==> src/rtl/l2_dat_port_ctrl.sv <==
`default_nettype none
// ----------------------------------------------------------------------------
// l2_dat_port_ctrl : dual-port L2 line-data BRAM front end (D -> port 1, I -> port 2),
// round-robin serialisation of same-line write collisions. Option: L2_DAT_CTRL_STATS_EN
// Revision 1.0
// ----------------------------------------------------------------------------
module l2_dat_port_ctrl #(
  parameter int NUM_COL    = 16,
  parameter int COL_WIDTH  = 8,
  parameter int ADDR_WIDTH = 8,
  parameter int DATA_WIDTH = NUM_COL*COL_WIDTH
`ifdef L2_DAT_CTRL_STATS_EN
  ,
  parameter int CNT_WIDTH  = 16
`endif
) (
  input  logic                  clk_i,
  input  logic                  rst_ni,

  input  logic                  d_req_i,
  input  logic                  d_we_i,
  input  logic [NUM_COL-1:0]    d_be_i,
  input  logic [ADDR_WIDTH-1:0] d_addr_i,
  input  logic [DATA_WIDTH-1:0] d_wdata_i,
  output logic                  d_gnt_o,
  output logic                  d_rvalid_o,
  output logic [DATA_WIDTH-1:0] d_rdata_o,

  input  logic                  i_req_i,
  input  logic                  i_we_i,
  input  logic [NUM_COL-1:0]    i_be_i,
  input  logic [ADDR_WIDTH-1:0] i_addr_i,
  input  logic [DATA_WIDTH-1:0] i_wdata_i,
  output logic                  i_gnt_o,
  output logic                  i_rvalid_o,
  output logic [DATA_WIDTH-1:0] i_rdata_o,

  output logic                  ram_we_p1_o,
  output logic [NUM_COL-1:0]    ram_be_p1_o,
  output logic [ADDR_WIDTH-1:0] ram_addr_p1_o,
  output logic [DATA_WIDTH-1:0] ram_data_p1_o,
  input  logic [DATA_WIDTH-1:0] ram_data_p1_i,

  output logic                  ram_we_p2_o,
  output logic [NUM_COL-1:0]    ram_be_p2_o,
  output logic [ADDR_WIDTH-1:0] ram_addr_p2_o,
  output logic [DATA_WIDTH-1:0] ram_data_p2_o,
  input  logic [DATA_WIDTH-1:0] ram_data_p2_i
`ifdef L2_DAT_CTRL_STATS_EN
  ,
  output logic [CNT_WIDTH-1:0]  coll_cnt_o
`endif
);

  logic                  coll;
  logic                  rr_q, rr_d;
  logic                  d_rd_pend_q, i_rd_pend_q;
  logic                  d_rvalid_q, i_rvalid_q;
  logic [DATA_WIDTH-1:0] d_rdata_q, i_rdata_q;

  // Two reads of the same line are safe in the BRAM; only a write makes it a collision.
  assign coll = d_req_i & i_req_i & (d_addr_i == i_addr_i) & (d_we_i | i_we_i);

  always_comb begin
    d_gnt_o = 1'b0;
    i_gnt_o = 1'b0;
    rr_d    = rr_q;
    if (rst_ni) begin
      if (coll) begin
        d_gnt_o = ~rr_q;
        i_gnt_o = rr_q;
        rr_d    = ~rr_q;
      end else begin
        d_gnt_o = d_req_i;
        i_gnt_o = i_req_i;
      end
    end
  end

  assign ram_we_p1_o   = d_req_i & d_we_i & d_gnt_o;
  assign ram_be_p1_o   = d_be_i;
  assign ram_addr_p1_o = d_addr_i;
  assign ram_data_p1_o = d_wdata_i;

  assign ram_we_p2_o   = i_req_i & i_we_i & i_gnt_o;
  assign ram_be_p2_o   = i_be_i;
  assign ram_addr_p2_o = i_addr_i;
  assign ram_data_p2_o = i_wdata_i;

  // BRAM read data is valid the cycle after the grant; capture it and pulse rvalid.
  always_ff @(posedge clk_i) begin
    if (!rst_ni) begin
      rr_q        <= 1'b0;
      d_rd_pend_q <= 1'b0;
      i_rd_pend_q <= 1'b0;
      d_rvalid_q  <= 1'b0;
      i_rvalid_q  <= 1'b0;
      d_rdata_q   <= '0;
      i_rdata_q   <= '0;
    end else begin
      rr_q        <= rr_d;
      d_rd_pend_q <= d_gnt_o & ~d_we_i;
      i_rd_pend_q <= i_gnt_o & ~i_we_i;
      d_rvalid_q  <= d_rd_pend_q;
      i_rvalid_q  <= i_rd_pend_q;
      if (d_rd_pend_q) d_rdata_q <= ram_data_p1_i;
      if (i_rd_pend_q) i_rdata_q <= ram_data_p2_i;
    end
  end

  assign d_rvalid_o = d_rvalid_q;
  assign i_rvalid_o = i_rvalid_q;
  assign d_rdata_o  = d_rdata_q;
  assign i_rdata_o  = i_rdata_q;

`ifdef L2_DAT_CTRL_STATS_EN
  logic [CNT_WIDTH-1:0] coll_cnt_q, coll_cnt_d;

  always_comb begin
    coll_cnt_d = coll_cnt_q;
    if (coll && (coll_cnt_q != {CNT_WIDTH{1'b1}})) begin
      coll_cnt_d = coll_cnt_q + {{(CNT_WIDTH-1){1'b0}}, 1'b1};
    end
  end

  always_ff @(posedge clk_i) begin
    if (!rst_ni) begin
      coll_cnt_q <= '0;
    end else begin
      coll_cnt_q <= coll_cnt_d;
    end
  end

  assign coll_cnt_o = coll_cnt_q;
`else
  // Statistics are not built; no collision counter exists.
`endif

endmodule

`default_nettype wire

==> config.mk <==
export PLATFORM = sky130hd
export DESIGN_NAME = l2_dat_port_ctrl
export DESIGN_NICKNAME = d
export VERILOG_FILES = /design/src/rtl/l2_dat_port_ctrl.sv
export SDC_FILE = /design/constraint.sdc
export NUM_CORES = 1
export LEC_CHECK = 0
export CORE_AREA = 2 2 443 445
export CTS_CLUSTER_DIAMETER = 30
export DETAILED_ROUTE_END_ITERATION = 12
export DIE_AREA = 0 0 445 447
export SYNTH_ARGS = -nofsm -noshare
export SYNTH_HDL_FRONTEND = slang
export SYNTH_SLANG_ARGS = --single-unit
export TNS_END_PERCENT = 1
==> constraint.sdc <==
create_clock -name clk_i -period 1.75 [get_ports clk_i]
set_clock_uncertainty 0.15 [all_clocks]
set_input_delay 0.175 -clock clk_i [delete_from_list [all_inputs] [get_ports clk_i]]
set_output_delay 0.175 -clock clk_i [all_outputs]
set_load 0.02 [all_outputs]
# Word-level counts from Yosys, hierarchy flattened
# Cells that the tools add are included.
[word_totals]
register_bits = 261
inputBits = 566
output_inout_bits = 566
word_cells = 25
[op_classes]
n_eq_ne = 1
n_mux = 4
n_bitwise = 13
[ops]
columns = ["op", "n"]
rows = [
  ["$and A1 B1 Y1", 9],
  ["$eq A8 B8 Y1", 1],
  ["$mux W1", 4],
  ["$not A1 Y1", 3],
  ["$or A1 B1 Y1", 1],
]

# Depth between registers and ports, before layout
# Gate-level depths: netlist of run 1.
[depth]
word_depth = 6
depth_mapped = 5
ltp_nobuf = 4

# Worst setup path after synthesis of run 1
# OpenSTA, ideal clock, no wires.
[synth_path]
path_kind = "input port to output port"
start = "input port i_addr_i[3]"
end = "output port d_gnt_o"
arrival_ps = 1532
required_ps = 1425
slack_ps = -107
cell_stages = 4
n_path_buf = 0
path_cell_list = "xor2_1 or4_4 nor3_4 mux2i_1"
[synth_between]
elab_chain_len = 5
[synth_lines]
columns = ["item", "line", "rtl"]
rows = [
  ["start: declaration", "32", "input logic [ADDR_WIDTH-1:0] i_addr_i,"],
  ["$eq A8 B8 Y1", "62", "assign coll = d_req_i & i_req_i & (d_addr_i == i_addr_i) & (d_we_i | i_we_i);"],
  ["$and A1 B1 Y1 (2 in a row)", "62", ""],
  ["$mux W1", "69", "if (coll) begin"],
  ["$mux W1", "68", "if (rst_ni) begin"],
  ["end: declaration", "25", "output logic d_gnt_o,"],
]
# No other way between the ends.

# Final worst setup path of run 1
[layout_path]
start = "input port d_addr_i[0]"
end = "output port ram_we_p2_o"
[layout_between]
elab_chain_len = 6
[layout_lines]
columns = ["item", "line", "rtl"]
rows = [
  ["start: declaration", "23", "input logic [ADDR_WIDTH-1:0] d_addr_i,"],
  ["$eq A8 B8 Y1", "62", ""],
  ["$and A1 B1 Y1 (2 in a row)", "62", ""],
  ["$mux W1", "69", ""],
  ["$mux W1", "68", ""],
  ["$and A1 B1 Y1", "85", "assign ram_we_p2_o = i_req_i & i_we_i & i_gnt_o;"],
  ["end: declaration", "44", "output logic ram_we_p2_o,"],
]
# No other way between the ends.

==> results.json, run 1 <==
{
  "status": "complete, but fails checks",
  "violations": "hold timing, setup timing",
  "grt_start_max_net_pins": 164,
  "clk_pin_slew_ns": 0.05,
  "switching_share_pct": 24.9,
  "r2r_cells": 4,
  "final_area_sq_mm": 0.0242,
  "p_int_uw": 18600,
  "drt_first_pass_iters": 4,
  "row_count": 162,
  "end_kind": "output pin",
  "r2r_setup_slack_ns": 0.03,
  "cts_root_buffer": "clkbuf_16",
  "drt_iter0_markers": 468,
  "grt_overflow": 0,
  "hpwl_um": 95600,
  "route.vias.total": 10744,
  "leakagePower_uw": 0.00863,
  "htreeDepth": 3,
  "ios": 1132,
  "numCtsBuffers": 84,
  "cts_hold_buf": 251,
  "yosysWarnings": 0,
  "cts_tree": "done",
  "initial_utilization_pct": 6.26,
  "hold_viol_final": 1,
  "critPathKind": "in -> out",
  "die_area_sq_mm": 0.199,
  "cp-start-kind": "input port",
  "fp.dieW_um": 445,
  "timing.final.ws_setup_ns": -0.354,
  "hold_slack_ns": -0.00466,
  "area_growth_pct": 98.8,
  "io_buffers": 555,
  "ant_nets": 0,
  "pwr-share-comb_pct": 11.8,
  "fin_crit_sh_pct": 120,
  "grt_pass1_wl_um": 133000,
  "fp.dieH_um": 447,
  "slew_headroom_pct": 48.8,
  "hold_path_depth": 4,
  "tightest_slew_ns": 0.768,
  "wl_um": 111000,
  "setup_viol": 4,
  "power_density_mw_per_mm2": 1020,
  "path_cells": "buf_4 > xor2_1 > or4_4 > buf_6 > nor4_4 > buf_4 > nor3b_4 > buf_16",
  "period_minus_slack_ns": 2.10,
  "clkSinkCount": 261,
  "drive_gt1_share_pct": 20.5,
  "syn_area_sq_mm": 0.0122,
  "slew_violations": 0,
  "insertion_delay_ns": 0.66,
  "yosysSeqAreaShare_pct": 43.0,
  "fin_util_pct": 12.4,
  "avgViaCountPerCell": 2.45,
  "seqPwrFrac_pct": 25.5,
  "power_frac_clock_pct": 62.7,
  "maxCapViolCount": 0,
  "hp-class": "in -> reg",
  "clockBufferDepth": 3,
  "final_cell_mix": "270 x clkdlybuf4s50_1, 258 x mux2i_1, 256 x nor2b_1",
  "layout_commonest_cell": "clkdlybuf4s50_1",
  "track_usage_pct": 10.7,
  "fmax_ghz": 0.475,
  "setup_tns_ns": -1.22,
  "critPathMaxStageDelay_ns": 0.55,
  "syn_area_per_cell_sq_um": 10.4,
  "crit_fanout": 2,
  "power_switching_uw": 6160,
  "place_area_sq_mm": 0.0186,
  "cp.arrival_ns": 1.78,
  "grt_setup_unrepaired": "true",
  "antenna_found_initial": 122,
  "syn_nets": 1733,
  "grt_pass1_vias": 10705,
  "drc": 0,
  "synthCells": 1167,
  "ir_worst_vdd_mv": 0.672,
  "crit_required_ns": 1.42,
  "critical-path-slowest-cell": "or4_4",
  "gp_congestion": 0.798,
  "core-area_sq_mm": 0.194,
  "ys_ff_latch": 261,
  "post_drt_wl_per_cell_um": 25.3,
  "nets": 2299,
  "cpMostUsedCell": "buf_4",
  "synthDistinctLibCells": 22
}
## routing by layer
metal	track usage, %	vias to the layer above	routed length (um)
li1	-	4727	-
met5	2.30	-	1030
met3	8.93	294	19100
met4	5.10	80	5230
met1	10.4	4821	37800
met2	15.9	822	48000
## power groups by stage
stage	logic (uW)	registers [uW]	clock network [uW]
CTS	2990	6310	16000
finish	2910	6310	15500
global route	3080	6320	16300
global placement	2390	6400	0
detailed placement	2410	6410	0
floorplan	1620	6620	0
## final cells by class
| type | count | area, sq um |
|---|---|---|
| sequential | 261 | 5240 |
| multi-input combinational | 543 | 4460 |
| tap | 2542 | 3180 |
| fill | 22084 | 170000 |
| timing repair buffer | 843 | 8250 |
| clock buffer | 107 | 2300 |
| antenna | 51 | 128 |
| clock inverter | 40 | 599 |
## path summary, 6_finish.rpt
path,to,startpoint
setup / recovery,ram_we_p2_o,d_addr_i[0]
hold / removal,i_rd_pend_q,i_we_i
setup reg to reg,i_rdata_o[122],i_rd_pend_q
hold reg to reg,i_rdata_o[119],i_rdata_o[119]
## critical path, delay by kind of cell
family	cells	cell delay, ns
buffers and inverters	4	0.59
and+or+nand+nor	3	0.85
xor gates and xnor gates	1	0.15
## registers in the layout, indices dropped and copies added (netlist names)
register,flops
d_rd_pend_q,1
i_rd_pend_q,1
i_rdata_o,128
rr_q,1
i_rvalid_o,1
d_rvalid_o,1
d_rdata_o,128
## repair_timing
item	CTS	global route
gates resized for setup	450	29
buffers inserted	5	1
pin swaps	7	10
endpoints found under the hold margin	246	1
endpoints found under the setup margin	176	16
## kinds of logic after synthesis
logic type,share of synthesized area [%]
compound gates,0.103
xor+xnor,0.576
buf+inv,20.9
mux,21.3
simple gates,14.2
flops,43.0
## synthesized netlist by cell type (all sizes together)
| cell | instances | area (sq um) |
|---|---|---|
| a21oi | 1 | 5.00 |
| nand2b | 1 | 6.26 |
| or4 | 1 | 11.3 |
| nor2 | 2 | 7.51 |
| nand3 | 2 | 15.0 |
| dfxtp | 261 | 5230 |
| nand3b | 1 | 7.51 |
| o211ai | 1 | 7.51 |
| buf | 330 | 2410 |
| nand2 | 5 | 18.8 |
| nor3 | 2 | 21.3 |
| and2 | 2 | 12.5 |
| mux2i | 259 | 2590 |
| nor4 | 1 | 12.5 |
| clkbuf | 33 | 124 |
| xnor2 | 5 | 43.8 |
| xor2 | 3 | 26.3 |
| nor2b | 256 | 1600 |
| nor3b | 1 | 7.51 |
## stage by stage
| stage | total power [uW] | std cells | setup WS [ns] |
|---|---|---|---|
| 6_report | 24700 | 4387 | -0.354 |
| 5_1_grt | 25700 | 4375 | -0.425 |
| 4_1_cts | 25300 | 4335 | -0.373 |
| 3_5_place_dp | 8810 | 3932 | -1.00 |
| 3_3_place_gp | 8790 | 3932 | -1.00 |
| 2_1_floorplan | 8240 | 1167 | -0.0398 |
Power figures use the tool's default switching activity.
==> inputs of run 2 (changes only) <==
- GPL_TIMING_DRIVEN: not set -> 0
==> results.json, run 2 (synthesis results as in run 1) <==
{
  "leakagePower_uw": 0.0109,
  "tightest_slew_ns": 1.10,
  "clkSinkCount": 261,
  "crit_fanout": 3,
  "hpwl_um": 107000,
  "grt_pass1_vias": 12615,
  "drt_first_pass_iters": 5,
  "ir_worst_vdd_mv": 0.698,
  "route.vias.total": 12902,
  "area_growth_pct": 138,
  "setup_viol": 4,
  "ios": 1132,
  "drt_iter0_markers": 641,
  "grt_setup_unrepaired": "true",
  "fin_util_pct": 14.9,
  "timing.final.ws_setup_ns": -0.292,
  "fp.dieH_um": 447,
  "row_count": 162,
  "critPathMaxStageDelay_ns": 0.56,
  "wl_um": 120000,
  "critical-path-slowest-cell": "or4_4",
  "cp.arrival_ns": 1.72,
  "use_met1_pct": 13.3,
  "drive_gt1_share_pct": 29.6,
  "period_minus_slack_ns": 2.04,
  "fmax_ghz": 0.490,
  "gp_congestion": 0.957,
  "io_buffers": 842,
  "antenna_found_initial": 90,
  "crit_family": "simple AND/OR/NAND/NOR gates",
  "grt_overflow": 0,
  "power_density_mw_per_mm2": 965,
  "crit_buf_inv": 2,
  "clockBufferDepth": 3,
  "grt.busiest_layer": "met2",
  "power_uw": 27900,
  "violations": "setup timing",
  "htreeDepth": 3,
  "grt_pass1_wl_um": 144000,
  "numCtsBuffers": 83,
  "status": "complete, but fails checks",
  "fin_cells": 4943,
  "initial_utilization_pct": 6.26,
  "slew_headroom_pct": 26.9,
  "insertion_delay_ns": 0.67,
  "final_cell_mix": "561 x clkdlybuf4s50_1, 346 x buf_4, 258 x mux2i_1",
  "track_usage_pct": 11.5,
  "cp-start-kind": "input port",
  "hold_viol_final": 0,
  "critPathKind": "in -> out",
  "path_cells": "buf_4 > xor2_1 > or4_4 > nor4_4 > nor3b_2 > buf_6",
  "layout_commonest_cell": "clkdlybuf4s50_1",
  "core-area_sq_mm": 0.194,
  "nets": 2872,
  "hp-class": "in -> reg",
  "slew_violations": 0,
  "crit_required_ns": 1.42,
  "clk_pin_slew_ns": 0.04,
  "die_area_sq_mm": 0.199,
  "fp.dieW_um": 445,
  "post_drt_wl_per_cell_um": 24.3,
  "grt_use_met2_pct": 18.3,
  "use_met3_pct": 5.42,
  "cts_root_buffer": "clkbuf_16",
  "drc": 0,
  "avgViaCountPerCell": 2.61,
  "fin_crit_sh_pct": 117,
  "end_kind": "output pin",
  "cts_tree": "done",
  "hold_slack_ns": 0.0121,
  "ant_nets": 0,
  "placedCellCount": 4551,
  "maxCapViolCount": 0,
  "grt_start_max_net_pins": 14
}
run 2: stage by stage:
step | setup WS [ns] | TNS (ns) | cell area, sq um
final | -0.292 | -1.07 | 29000
after global routing | -0.328 | -1.17 | 28900
after CTS | -0.273 | -0.976 | 28900
after detailed placement | -1.40 | -159.61 | 23800
after global placement | -1.41 | -169.16 | 23800
after floorplan | -0.0398 | -0.0398 | 12200
run 2: cell type report:
type,count,area [sq um]
plain buffers,363,2610
repair buffers,1054,10200
clock inverters,47,807
multi-input cells,543,4450
well taps,2542,3180
clock buffers,108,2350
diodes,25,62.6
fillers,21714,165000
flip-flops and latches,261,5250
run 2: worst paths after layout:
path	startpoint	end	slack, ns	depth (start not counted)
setup / recovery	i_addr_i[0]	ram_we_p2_o	-0.29	6
setup reg to reg	i_rd_pend_q	i_rdata_o[26]	0.11	5
hold / removal	d_we_i	d_rd_pend_q	0.01	5
hold reg to reg	i_rdata_o[46]	i_rdata_o[46]	0.35	2
run 2: worst reg2reg max path, stage by stage (launching register included):
cell and delay [ns]:
dfxtp_1 0.30, clkbuf_1 0.17, buf_6 0.25, buf_2 0.37, mux2i_1 0.23, nor2b_1 0.06
run 2: power by group:
group | switching [uW] | internal [uW]
clock | 4800 | 12100
combinational | 2280 | 2460
sequential | 143 | 6180
run 2: repair_timing:
| item | 4_1_cts | 5_1_grt |
|---|---|---|
| gates resized for setup | 981 | 25 |
| setup buffers | 3 | 0 |
| hold buffers | 209 | 0 |
| setup endpoints to repair | 484 | 151 |
| endpoints found under the hold margin | 208 | 0 |
| pin swaps | 13 | 0 |
run 2: routing by layer:
metal / vias up / share of wire, %
li1: 5837 / -
met1: 6070 / 39
met2: 742 / 46
met3: 191 / 11
met4: 62 / 3.6
met5: - / 0.32
==> inputs of run 3 (changes only) <==
- GPL_ROUTABILITY_DRIVEN: not set -> 0
- SLEW_MARGIN: not set -> 40
==> results.json, run 3 (synthesis results as in run 1) <==
{
  "hpwl_um": 105000,
  "grt_start_max_net_pins": 13,
  "fmax_ghz": 0.494,
  "pwr-share-comb_pct": 18.5,
  "layout_commonest_cell": "clkdlybuf4s50_1",
  "antenna_found_initial": 107,
  "crit_required_ns": 1.42,
  "numCtsBuffers": 79,
  "hp-class": "in -> reg",
  "power_uw": 25700,
  "track_usage_pct": 11.3,
  "critPathMaxStageDelay_ns": 0.57,
  "setup_tns_ns": -0.947,
  "slew_violations": 0,
  "area_growth_pct": 136,
  "core-area_sq_mm": 0.194,
  "fin_crit_sh_pct": 116,
  "path_cells": "buf_8 > xor2_1 > or4_4 > nor4_4 > nor3b_2 > buf_6",
  "grt_pass1_wl_um": 143000,
  "drt_iter0_markers": 826,
  "die_area_sq_mm": 0.199,
  "cp.arrival_ns": 1.70,
  "leakagePower_uw": 0.0110,
  "timing.final.ws_setup_ns": -0.276,
  "p_int_uw": 18600,
  "row_count": 162,
  "drt_first_pass_iters": 4,
  "cp-start-kind": "input port",
  "setup_viol": 4,
  "power_density_mw_per_mm2": 896,
  "ir_worst_vdd_mv": 0.591,
  "grt_setup_unrepaired": "true",
  "avgViaCountPerCell": 2.63,
  "crit_fanout": 3,
  "route.vias.total": 13050,
  "post_drt_wl_per_cell_um": 23.9,
  "critPathKind": "in -> out",
  "tightest_slew_ns": 0.862,
  "fin_util_pct": 14.8,
  "switching_share_pct": 27.6,
  "status": "complete, but fails checks",
  "wl_um": 119000,
  "grt_pass1_vias": 12658,
  "clkSinkCount": 261,
  "nets": 2889,
  "htreeDepth": 3,
  "drive_gt1_share_pct": 26.6,
  "cts_root_buffer": "clkbuf_16",
  "fp.dieW_um": 445,
  "ios": 1132,
  "power_frac_clock_pct": 57.0,
  "violations": "setup timing",
  "insertion_delay_ns": 0.65,
  "slew_headroom_pct": 42.4,
  "ant_nets": 0,
  "drc": 0,
  "clk_pin_slew_ns": 0.04,
  "power_switching_uw": 7090,
  "hold_viol_final": 0,
  "fp.dieH_um": 447,
  "critical-path-slowest-cell": "or4_4",
  "period_minus_slack_ns": 2.03,
  "io_buffers": 842,
  "maxCapViolCount": 0,
  "initial_utilization_pct": 6.26,
  "cts_tree": "done",
  "clockBufferDepth": 3,
  "final_cell_mix": "562 x clkdlybuf4s50_1, 347 x buf_4, 258 x mux2i_1",
  "grt_overflow": 0,
  "end_kind": "output pin",
  "seqPwrFrac_pct": 24.5
}
run 3: changes by cell type in the layout (fill, tap and decap cells not counted), moves of 3 or more:
cell / delta
clkdlybuf4s15_1: -7
clkbuf_16: -4
dlygate4sd2_1: +67
clkinv_4: +3
buf_2: -15
clkbuf_8: +6
bufinv_16: -13
clkbuf_4: -4
clkinv_2: -3
dlygate4sd3_1: +21
diode_2: +8
clkdlybuf4s15_2: -39
run 3: final timing paths:
path | startpoint | to | slack [ns] | depth (start not counted)
worst max-delay path | d_addr_i[3] | ram_we_p2_o | -0.28 | 6
worst min-delay path | rst_ni | d_rdata_o[113] | 0.02 | 2
worst max register to register | i_rd_pend_q | i_rdata_o[124] | 0.08 | 5
worst min register to register | i_rdata_o[46] | i_rdata_o[46] | 0.35 | 2
run 3: what timing repair did:
action | in CTS | in global routing
buffers inserted | 4 | 0
resized for setup | 798 | 18
hold buffers | 228 | 0
endpoints found under the setup margin | 475 | 121
endpoints found under the hold margin | 224 | 0
pin swaps | 10 | 0
cloned | 0 | 0
run 3: area by class of cell:
type	count	area [sq um]
fill	21821	165000
timing repair buffer	1075	10400
sequential	261	5250
multi-input combinational	543	4440
tap	2542	3180
buffer	363	2620
clock buffer	109	2320
clock inverter	36	433
antenna	33	82.6
run 3: critical path: cells and delay by family:
| family | cells | cell delay [ns] |
|---|---|---|
| buffers and inverters | 2 | 0.27 |
| xor gates and xnor gates | 1 | 0.15 |
| and+or+nand+nor | 3 | 1.09 |
run 3: stage by stage:
step                      setup slack [ns]  area [sq um]  hold slack (ns)  instances
after floorplan                    -0.0398         12200            0.104       1167
after global placement               -1.43         23800            0.347       4551
after detailed placement             -1.30         23800            0.354       4552
after CTS                           -0.267         28600          0.00119       4929
after global routing                -0.339         28700           0.0312       4952
final                               -0.276         28700           0.0163       4962
run 3: power by group through the flow:
stage	clock network, uW	registers (uW)	logic, uW
after floorplan	0	6620	1620
after global placement	0	6410	4310
after detailed placement	0	6420	4330
after CTS	15100	6320	4830
after global routing	15400	6340	4980
final	14700	6320	4760
run 3: per-layer routing:
layer	global-route usage, %	part of all wire, %
met1	13.3	39
met2	18.3	47
met3	5.26	12
met4	3.14	2.3
met5	0	0.38
